File: src/rtl/shim_pkg.sv
// Constants and state encoding shared by the absolute-sample collector and
// the threshold integrator that consumes its bus.
package shim_pkg;

    localparam int unsigned SHIM_N_CH         = 8;
    localparam int unsigned SHIM_IN_WIDTH     = 16;
    localparam int unsigned SHIM_ABS_WIDTH    = 15;
    localparam int unsigned SHIM_CONCAT_WIDTH = SHIM_N_CH * SHIM_ABS_WIDTH;
    localparam int unsigned SHIM_STALE_LIMIT  = 64;
    localparam int unsigned SHIM_STALE_W      = 16;

    typedef enum logic [1:0] {
        ST_IDLE  = 2'd0,
        ST_PRIME = 2'd1,
        ST_RUN   = 2'd2,
        ST_ERROR = 2'd3
    } collector_state_e;

endpackage

File: src/rtl/shim_abs_sample_collector_if.sv
// Serial per-channel sample bus from the ADC/DAC sample core to the collector.
interface shim_abs_sample_collector_if #(
    parameter int unsigned IN_WIDTH = 16
);
    logic                sample_valid;
    logic [2:0]          sample_channel;
    logic [IN_WIDTH-1:0] sample_data;

    modport master (output sample_valid, output sample_channel, output sample_data);
    modport slave  (input  sample_valid, input  sample_channel, input  sample_data);
endinterface

File: src/rtl/shim_abs_sat.sv
// Signed sample to unsigned magnitude; values that do not fit in ABS_WIDTH
// (only the most negative input at the default widths) clamp to all-ones.
module shim_abs_sat #(
    parameter int unsigned IN_WIDTH  = 16,
    parameter int unsigned ABS_WIDTH = 15
) (
    input  logic [IN_WIDTH-1:0]  din,
    output logic [ABS_WIDTH-1:0] mag
);
    logic [IN_WIDTH-1:0] abs_full;

    always_comb begin
        abs_full = din[IN_WIDTH-1] ? (~din + 1'b1) : din;
        if (abs_full[IN_WIDTH-1:ABS_WIDTH] != '0) begin
            mag = '1;
        end else begin
            mag = abs_full[ABS_WIDTH-1:0];
        end
    end
endmodule

File: src/rtl/shim_abs_sample_collector.sv
// Gathers serial per-channel samples into a shadow frame and commits all
// channel magnitudes atomically once every channel has been written.
module shim_abs_sample_collector
    import shim_pkg::*;
#(
    parameter int unsigned N_CH        = SHIM_N_CH,
    parameter int unsigned IN_WIDTH    = SHIM_IN_WIDTH,
    parameter int unsigned ABS_WIDTH   = SHIM_ABS_WIDTH,
    parameter int unsigned STALE_LIMIT = SHIM_STALE_LIMIT,
    parameter int unsigned STALE_W     = SHIM_STALE_W
) (
    input  logic                        clk,
    input  logic                        resetn,
    input  logic                        enable,
    shim_abs_sample_collector_if.slave  smp,
    output logic [N_CH*ABS_WIDTH-1:0]   abs_sample_concat,
    output logic                        concat_update,
    output logic                        sample_core_done,
    output logic                        err_dup,
    output logic                        err_stale
);
    collector_state_e     state_q, state_d;
    logic [N_CH-1:0]      mask_q;
    logic [STALE_W-1:0]   stale_q;
    logic [ABS_WIDTH-1:0] shadow_q [N_CH];
    logic [ABS_WIDTH-1:0] mag;

    logic            active, ch_ok, accept, commit, dup, stale_hit, err_any, leave_run;
    logic [N_CH-1:0] ch_onehot;

    shim_abs_sat #(
        .IN_WIDTH  (IN_WIDTH),
        .ABS_WIDTH (ABS_WIDTH)
    ) u_abs_sat (
        .din (smp.sample_data),
        .mag (mag)
    );

    always_comb begin
        ch_ok     = int'(smp.sample_channel) < int'(N_CH);
        ch_onehot = '0;
        if (ch_ok) ch_onehot[smp.sample_channel] = 1'b1;

        active    = enable && (state_q == ST_PRIME || state_q == ST_RUN);
        leave_run = !enable && (state_q == ST_PRIME || state_q == ST_RUN);
        commit    = active && (mask_q == '1);
        accept    = active && smp.sample_valid && ch_ok;
        // The commit edge starts a fresh frame, so a repeated channel there is legal.
        dup       = accept && !commit && ((mask_q & ch_onehot) != '0);
        stale_hit = active && !commit && (mask_q != '0) &&
                    (stale_q == STALE_W'(STALE_LIMIT - 1));
        err_any   = dup || stale_hit;
    end

    always_comb begin
        state_d = state_q;
        unique case (state_q)
            ST_IDLE:  if (enable) state_d = ST_PRIME;
            ST_PRIME: begin
                if (err_any)      state_d = ST_ERROR;
                else if (!enable) state_d = ST_IDLE;
                else if (commit)  state_d = ST_RUN;
            end
            ST_RUN: begin
                if (err_any)      state_d = ST_ERROR;
                else if (!enable) state_d = ST_IDLE;
            end
            ST_ERROR: state_d = ST_ERROR;
            default:  state_d = ST_IDLE;
        endcase
    end

    always_ff @(posedge clk or negedge resetn) begin
        if (!resetn) state_q <= ST_IDLE;
        else         state_q <= state_d;
    end

    always_ff @(posedge clk or negedge resetn) begin
        if (!resetn) begin
            mask_q            <= '0;
            stale_q           <= '0;
            abs_sample_concat <= '0;
            concat_update     <= 1'b0;
            sample_core_done  <= 1'b0;
            err_dup           <= 1'b0;
            err_stale         <= 1'b0;
            for (int unsigned i = 0; i < N_CH; i++) shadow_q[i] <= '0;
        end else begin
            concat_update <= commit;
            if (commit) begin
                for (int unsigned i = 0; i < N_CH; i++)
                    abs_sample_concat[i*ABS_WIDTH +: ABS_WIDTH] <= shadow_q[i];
                if (state_q == ST_PRIME) sample_core_done <= 1'b1;
            end
            if (dup)       err_dup   <= 1'b1;
            if (stale_hit) err_stale <= 1'b1;

            if (state_q == ST_IDLE || leave_run) begin
                mask_q           <= '0;
                stale_q          <= '0;
                sample_core_done <= 1'b0;
            end else if (active && !err_any) begin
                if (accept) shadow_q[smp.sample_channel] <= mag;
                mask_q <= (commit ? '0 : mask_q) | (accept ? ch_onehot : '0);
                if (commit)              stale_q <= '0;
                else if (mask_q != '0)   stale_q <= stale_q + 1'b1;
            end
        end
    end
endmodule
File: src/flat_wrapper.sv
// flat-port wrapper written by rule: the top's interface ports become plain ports
module shim_abs_sample_collector_flat import shim_pkg::*;
#(
    parameter int unsigned N_CH        = SHIM_N_CH,
    parameter int unsigned IN_WIDTH    = SHIM_IN_WIDTH,
    parameter int unsigned ABS_WIDTH   = SHIM_ABS_WIDTH,
    parameter int unsigned STALE_LIMIT = SHIM_STALE_LIMIT,
    parameter int unsigned STALE_W     = SHIM_STALE_W
)
  (clk, resetn, enable, abs_sample_concat, concat_update, sample_core_done, err_dup, err_stale, smp_sample_valid, smp_sample_channel, smp_sample_data);
  shim_abs_sample_collector_if #(.IN_WIDTH(IN_WIDTH)) smp_i ();
  input  logic clk;
  input  logic resetn;
  input  logic enable;
  output logic [N_CH*ABS_WIDTH-1:0] abs_sample_concat;
  output logic concat_update;
  output logic sample_core_done;
  output logic err_dup;
  output logic err_stale;
  input wire logic [$bits(smp_i.sample_valid)-1:0] smp_sample_valid;
  input wire logic [$bits(smp_i.sample_channel)-1:0] smp_sample_channel;
  input wire logic [$bits(smp_i.sample_data)-1:0] smp_sample_data;
  assign smp_i.sample_valid = smp_sample_valid;
  assign smp_i.sample_channel = smp_sample_channel;
  assign smp_i.sample_data = smp_sample_data;
  shim_abs_sample_collector #(.N_CH(N_CH), .IN_WIDTH(IN_WIDTH), .ABS_WIDTH(ABS_WIDTH), .STALE_LIMIT(STALE_LIMIT), .STALE_W(STALE_W)) u_core (.clk(clk), .resetn(resetn), .enable(enable), .smp(smp_i), .abs_sample_concat(abs_sample_concat), .concat_update(concat_update), .sample_core_done(sample_core_done), .err_dup(err_dup), .err_stale(err_stale));
endmodule
File: config.mk
export PLATFORM = sky130hd
export DESIGN_NAME = shim_abs_sample_collector_flat
export DESIGN_NICKNAME = d
export VERILOG_FILES = /design/src/rtl/shim_pkg.sv /design/src/rtl/shim_abs_sample_collector_if.sv /design/src/rtl/shim_abs_sat.sv /design/src/rtl/shim_abs_sample_collector.sv /design/src/flat_wrapper.sv
export SDC_FILE = /design/constraint.sdc
export NUM_CORES = 1
export LEC_CHECK = 0
export CAP_MARGIN = 20
export CORE_ASPECT_RATIO = 0.75
export CORE_UTILIZATION = 57
export CTS_BUF_LIST = sky130_fd_sc_hd__clkbuf_8
export DETAILED_ROUTE_END_ITERATION = 10
export PLACE_DENSITY_LB_ADDON = 0.1
export SETUP_SLACK_MARGIN = 0.5
export SYNTH_ARGS = -nofsm -noshare
export SYNTH_HDL_FRONTEND = slang
export SYNTH_SLANG_ARGS = --single-unit
File: constraint.sdc
create_clock -name clk -period 3.6 [get_ports clk]
set_input_delay 0.72 -clock clk [delete_from_list [all_inputs] [get_ports clk]]
set_output_delay 0.72 -clock clk [all_outputs]
set_load 0.01 [all_outputs]
==> results.toml, run 1 <==
[sta]
timing.final.crit_share_pct = 84.7
slew_headroom_pct = 43.5
clock-skew-final_ns = 0.0279
setup_viol = 0
hold_viol = 0
rsz0062_at_grt = "no"
fmax_mhz = 328
finalMaxSlewViolations = 0
worst_pin_slew_ns = 0.848
timing.setup.tns_ns = 0
min_period_ns = 3.05
holdWs_ns = 0.194

[placement]
hpwl_mm = 18.0
io_buffers = 146
place.gp.congestion = 0.879

[cts]
cts_sinks = 270
clk_latency_ns = 0.55
htree_num_levels = 2
clockBufferDepth = 3
cts_root_buffer = "clkbuf_8"
cts_tree = "yes"
clkTransAtPathRegs_ns = 0.06
numCtsBuffers = 40
hold_buffers = 0

[worst_setup_path]
critPathKind = "in -> reg"
cp-end-kind = "flip-flop"
cp-start-kind = "input pin"
crit_required_ns = 4.06
crit_fanout = 8
critPathArrivalTime_ns = 3.51

[route]
wl_mm = 27.5
drc = 0
first_pass_iters = 5
drt-initial-drc-count = 614
vias_per_cell = 5.57
post_drt_wl_per_cell_um = 18.6
vias = 8237
ant_nets = 0

[cells_and_area]
drive_above_1_share_pct = 17.4
utilization_pct = 74.1
antenna_cells = 0
nFillCells = 1358
most-common-layout-cells = "nand2_1, dfrtp_1, clkdlybuf4s50_1, mux2_2, clkbuf_8"
layout_commonest_cell = "nand2_1"
nets = 1238
syn_to_final_growth_pct = 24.9

[synth]
ys_ff_latch = 270
yosys_warnings = 0
syn_avg_cell_area_um2 = 10.9
ys_seq_area_share_pct = 60.4
mappedNetlistArea_um2 = 11200
ys_types = 56
netlist_instances = 1025
synthesis.nets = 1055
synth_edf_count = 0
ys_dominant_reg_cell = "dfrtp_1"
async_reset_ff_share_pct = 100

[floorplanning]
die_area_um2 = 20200
design.portCount = 147
die_w_um = 164
row_count = 43
start_util_pct = 59.4
die_y_um = 123
core_um2 = 18800

[hold_path]
min_path_type = "in -> async"

[global_routing]
antenna_found_initial = 0
grt_pass1_vias = 8194
grt-ovfl-total = 0
grt_pass1_wl_mm = 44.0
grt_usage_pct = 28.6
grt_max_degree = 95

[job]
cap_violations = 0

[outcome]
status = "finished, final reports clean"

[power_and_ir_drop]
p_leak_nw = 7.08
powerDensity_nw_per_um2 = 532
peakVddDrop_v = 0.000299
==> cells by family (layout without fill, tap and decap cells) <==
kind of cell / Yosys count / in the layout / share of synthesized area, %
AO/OA/AOI/OAI: 58 / 58 / 3.50
XOR/XNOR: 11 / 11 / 0.862
adder cells (fa/ha/maj): 7 / 7 / 0.783
buffers and inverters: 61 / 268 / 2.61
flip-flops: 270 / 270 / 60.4
multiplexers: 124 / 124 / 12.6
AND/OR/NAND/NOR: 494 / 494 / 19.2
==> repair_timing <==
action / CTS / global route
endpoints found under the setup margin: 13 / 116
gates resized for setup: 2 / 5
setup buffers: 0 / 2
endpoints found under the hold margin: 0 / 0
pin swaps: 0 / 3
==> synth_stat cells, drive strengths merged (2+ instances only) <==
library cell	instances	area share, %
nor3	7	0.36
o21ai	13	0.58
mux2	122	12
or3	2	0.11
and2	2	0.13
nand3b	2	0.13
nor2	25	0.84
and3	7	0.39
buf	17	1.1
a21oi	10	0.45
nand4	8	0.98
a21o	5	0.34
nand2	406	14
a32o	4	0.36
o41ai	3	0.24
dfrtp	270	60
clkbuf	31	1.0
o31ai	3	0.20
xnor2	2	0.16
o22ai	2	0.11
nand2b	2	0.11
a31oi	4	0.22
ha	7	0.78
o211ai	6	0.40
nor4	5	0.50
inv	12	0.40
or4	13	0.91
nand3	9	0.40
xor2	9	0.71
==> power by group <==
group          total [mW]  internal, mW  switching, mW  leakage [nW]
Combinational        1.15         0.570          0.576          2.95
Clock                2.42          1.28           1.14         0.446
Sequential           3.86          3.55          0.309          3.68
Total                7.42          5.39           2.03          7.08
==> state kept, by name, indices dropped and copies added (netlist names) <==
| name | cells |
|---|---|
| u_core.stale_q | 16 |
| u_core.concat_update | 1 |
| u_core.err_stale | 1 |
| u_core.abs_sample_concat | 120 |
| u_core.shadow_q | 120 |
| u_core.state_q | 2 |
| u_core.mask_q | 8 |
| u_core.err_dup | 1 |
| u_core.sample_core_done | 1 |
==> per-layer routing <==
layer	global-route usage, %	vias up	part of all wire (%)
li1	-	3768	-
met4	8.74	0	2.0
met1	43.2	4154	47
met3	5.17	48	6.2
met2	42.5	267	45
met5	0	-	0
==> stage by stage <==
step	area, um^2	instances	power (mW)	setup WS [ns]
after CTS	13900	1476	7.42	0.506
after floorplan	11200	1025	4.55	0.535
after global routing	14000	1479	7.77	0.490
final	14000	1479	7.42	0.550
after global placement	13100	1409	4.94	-0.0277
after detailed placement	13100	1410	5.01	-0.119
==> path summary, 6_finish.rpt <==
| kind | start | to | slack, ns | depth (start not counted) |
|---|---|---|---|---|
| max in group asynchronous | resetn | u_core.stale_q[6] | 2.47 | 2 |
| worst max register to register | u_core.state_q[0] | u_core.shadow_q[78] | 0.64 | 8 |
| worst min register to register | u_core.shadow_q[92] | u_core.abs_sample_concat[17] | 0.46 | 2 |
| worst min-delay path | resetn | u_core.abs_sample_concat[31] | 0.19 | 1 |
| min in group clk | u_core.shadow_q[92] | u_core.abs_sample_concat[17] | 0.46 | 2 |
| worst max-delay path | smp_sample_data[7] | u_core.shadow_q[22] | 0.55 | 8 |
==> area by class of cell <==
type / count / area, um^2 / share of cell area [%]
Sequential cell: 270 / 6760 / 48.4
Multi-Input combinational cell: 694 / 4210 / 30.2
Timing Repair Buffer: 189 / 1870 / 13.4
Clock buffer: 48 / 661 / 4.73
Tap cell: 247 / 309 / 2.21
Clock inverter: 18 / 105 / 0.753
Inverter: 13 / 51.3 / 0.367
==> worst max-delay path: stages <==
cell and delay, ns:
clkdlybuf4s50_1 0.42, or3_1 0.40, or4_1 0.45, or3_1 0.36, or4b_4 0.56, buf_4 0.20, nand2_2 0.21, mux2_2 0.20
No activity file was read; power rests on OpenSTA's default activity.
==> run 2: changes to the inputs <==
Settings changed: CORE_UTILIZATION 57 to 52.
Clock period 3.6 ns to 2.4 ns, I/O delays scaled along.
==> run 2 against run 1 <==
Compared with the run above:
- the flow now finishes with violations (setup timing)
- clock power rose by 65%
- clock skew grew 0.0036 ns
- global-route usage shrank 0.081 points
- register-to-register slack lost 1.1 ns
- via count rose by 11%
- largest cell class unchanged
- sequential power increased by 51%
- sequential cell count unchanged
- die area up 9.5%
- non-clock buffer count is 131 higher
==> results.toml, run 2 (synthesis results as in run 1) <==
[floorplanning]
die_y_um = 129
start_util_pct = 52.9
design.portCount = 147
core_um2 = 21100
die_w_um = 171
die_area_um2 = 22100
row_count = 46

[route]
wl_mm = 34.8
post_drt_wl_per_cell_um = 20.9
first_pass_iters = 5
ant_nets = 0
drt-initial-drc-count = 729
vias_per_cell = 5.50
drc = 0
vias = 9156

[global_routing]
grt_pass1_vias = 8660
grt_max_degree = 69
grt-ovfl-total = 0
antenna_found_initial = 2
grt_usage_pct = 28.6
grt_pass1_wl_mm = 48.0

[cts]
htree_num_levels = 2
clk_latency_ns = 0.56
clkTransAtPathRegs_ns = 0.07
clockBufferDepth = 3
numCtsBuffers = 42
cts_sinks = 270
cts_root_buffer = "clkbuf_8"
cts_tree = "yes"

[sta]
min_period_ns = 2.85
slew_headroom_pct = 32.9
worst_pin_slew_ns = 1.00
setup_viol = 140
hold_viol = 0
clock-skew-final_ns = 0.0314
timing.final.crit_share_pct = 119
fin_ws_ns = -0.446
rsz0062_at_grt = "yes"
finalMaxSlewViolations = 0
fmax_mhz = 351

[cells_and_area]
drive_above_1_share_pct = 31.8
syn_to_final_growth_pct = 45.1
layout_commonest_cell = "nand2_1"
nets = 1374
utilization_pct = 76.8
most-common-layout-cells = "nand2_1, dfrtp_1, dlygate4sd2_1, buf_4, mux2_2"
antenna_cells = 0
reg.largest.list = "u_core.abs_sample_concat x120, u_core.shadow_q x120, u_core.stale_q x16"

[worst_setup_path]
crit_fanout = 7
crit_required_ns = 2.84
cp-start-kind = "flip-flop"
critPathArrivalTime_ns = 3.29
regToRegSetupSlack_ns = -0.45
critPathKind = "reg -> reg"
cp-end-kind = "flip-flop"

[power_and_ir_drop]
peakVddDrop_v = 0.000397
powerDensity_nw_per_um2 = 761
power_mw = 12.3
p_leak_nw = 8.94

[placement]
io_buffers = 146
place.gp.congestion = 0.846
hpwl_mm = 18.9

[outcome]
violations = "setup timing"
status = "complete, but fails checks"

[hold_path]
min_path_type = "in -> async"

[job]
cap_violations = 0
==> run 2: cell count changes in the layout (fill, tap and decap cells not counted), sizes merged, moves of 2 or more <==
cell	before	now
bufinv	1	3
clkinv	4	10
inv	26	29
clkbuf	48	63
dlygate4sd2	0	126
clkdlybuf4s50	145	16
buf	44	159
clkdlybuf4s15	0	3
==> run 2: routing by layer <==
layer	GRT usage, %	vias up	part of all wire [%]
li1	-	4081	-
met1	41.0	4628	44
met2	44.7	361	46
met3	5.04	82	6.6
met4	8.61	4	2.8
met5	0	-	0.078
==> run 2: cell type report <==
cell class | instances | area [um^2]
clock inverters | 28 | 204
flip-flops and latches | 270 | 6760
multi-input cells | 695 | 4770
repair inverters | 2 | 25.0
well taps | 288 | 360
repair buffers | 320 | 3370
fillers | 1388 | 4900
inverters | 13 | 70.1
clock buffers | 48 | 661
==> run 2: final timing paths <==
| path | startpoint | to | cells past startpoint |
|---|---|---|---|
| setup / recovery | u_core.stale_q[8] | u_core.shadow_q[67] | 7 |
| hold / removal | resetn | u_core.abs_sample_concat[9] | 2 |
| setup reg to reg | u_core.stale_q[8] | u_core.shadow_q[67] | 7 |
| max in group asynchronous | resetn | u_core.shadow_q[44] | 3 |
| hold reg to reg | u_core.abs_sample_concat[65] | u_core.abs_sample_concat[65] | 2 |
| min in group clk | u_core.abs_sample_concat[65] | u_core.abs_sample_concat[65] | 2 |
==> run 2: worst max-delay path: stages (launching register included) <==
cell and delay [ns]:
dfrtp_1 0.38, or4_4 0.56, or4_4 0.45, or4_4 0.47, and2_4 0.21, nand4_4 0.15
clkbuf_16 0.19, mux2_1 0.32
==> run 2: power breakdown <==
part | internal [mW] | total (mW) | leakage [nW] | switching (mW)
Clock | 2.17 | 4.00 | 0.508 | 1.84
Combinational | 1.36 | 2.52 | 4.75 | 1.16
Sequential | 5.32 | 5.82 | 3.68 | 0.498
Total | 8.85 | 12.3 | 8.94 | 3.49
==> run 2: what timing repair did <==
action | CTS | global route
gates cloned | 6 | 20
hold endpoints to repair | 55 | 0
pin swaps | 20 | 12
gates resized for setup | 187 | 72
setup buffers | 13 | 24
hold buffers | 1 | 0
endpoints found under the setup margin | 277 | 252
==> run 2: through the flow <==
stage / setup TNS (ns) / instance area, um^2 / hold WS [ns] / setup slack [ns] / cells
finish: -46.21 / 16200 / 0.461 / -0.446 / 1664
global route: -51.87 / 16200 / 0.490 / -0.484 / 1664
CTS: -44.39 / 15400 / 0.463 / -0.430 / 1620
detailed placement: -122.82 / 14100 / 0.451 / -1.10 / 1524
global placement: -117.23 / 14100 / 0.444 / -1.03 / 1524
floorplan: -33.11 / 11600 / 0.184 / -0.359 / 1025
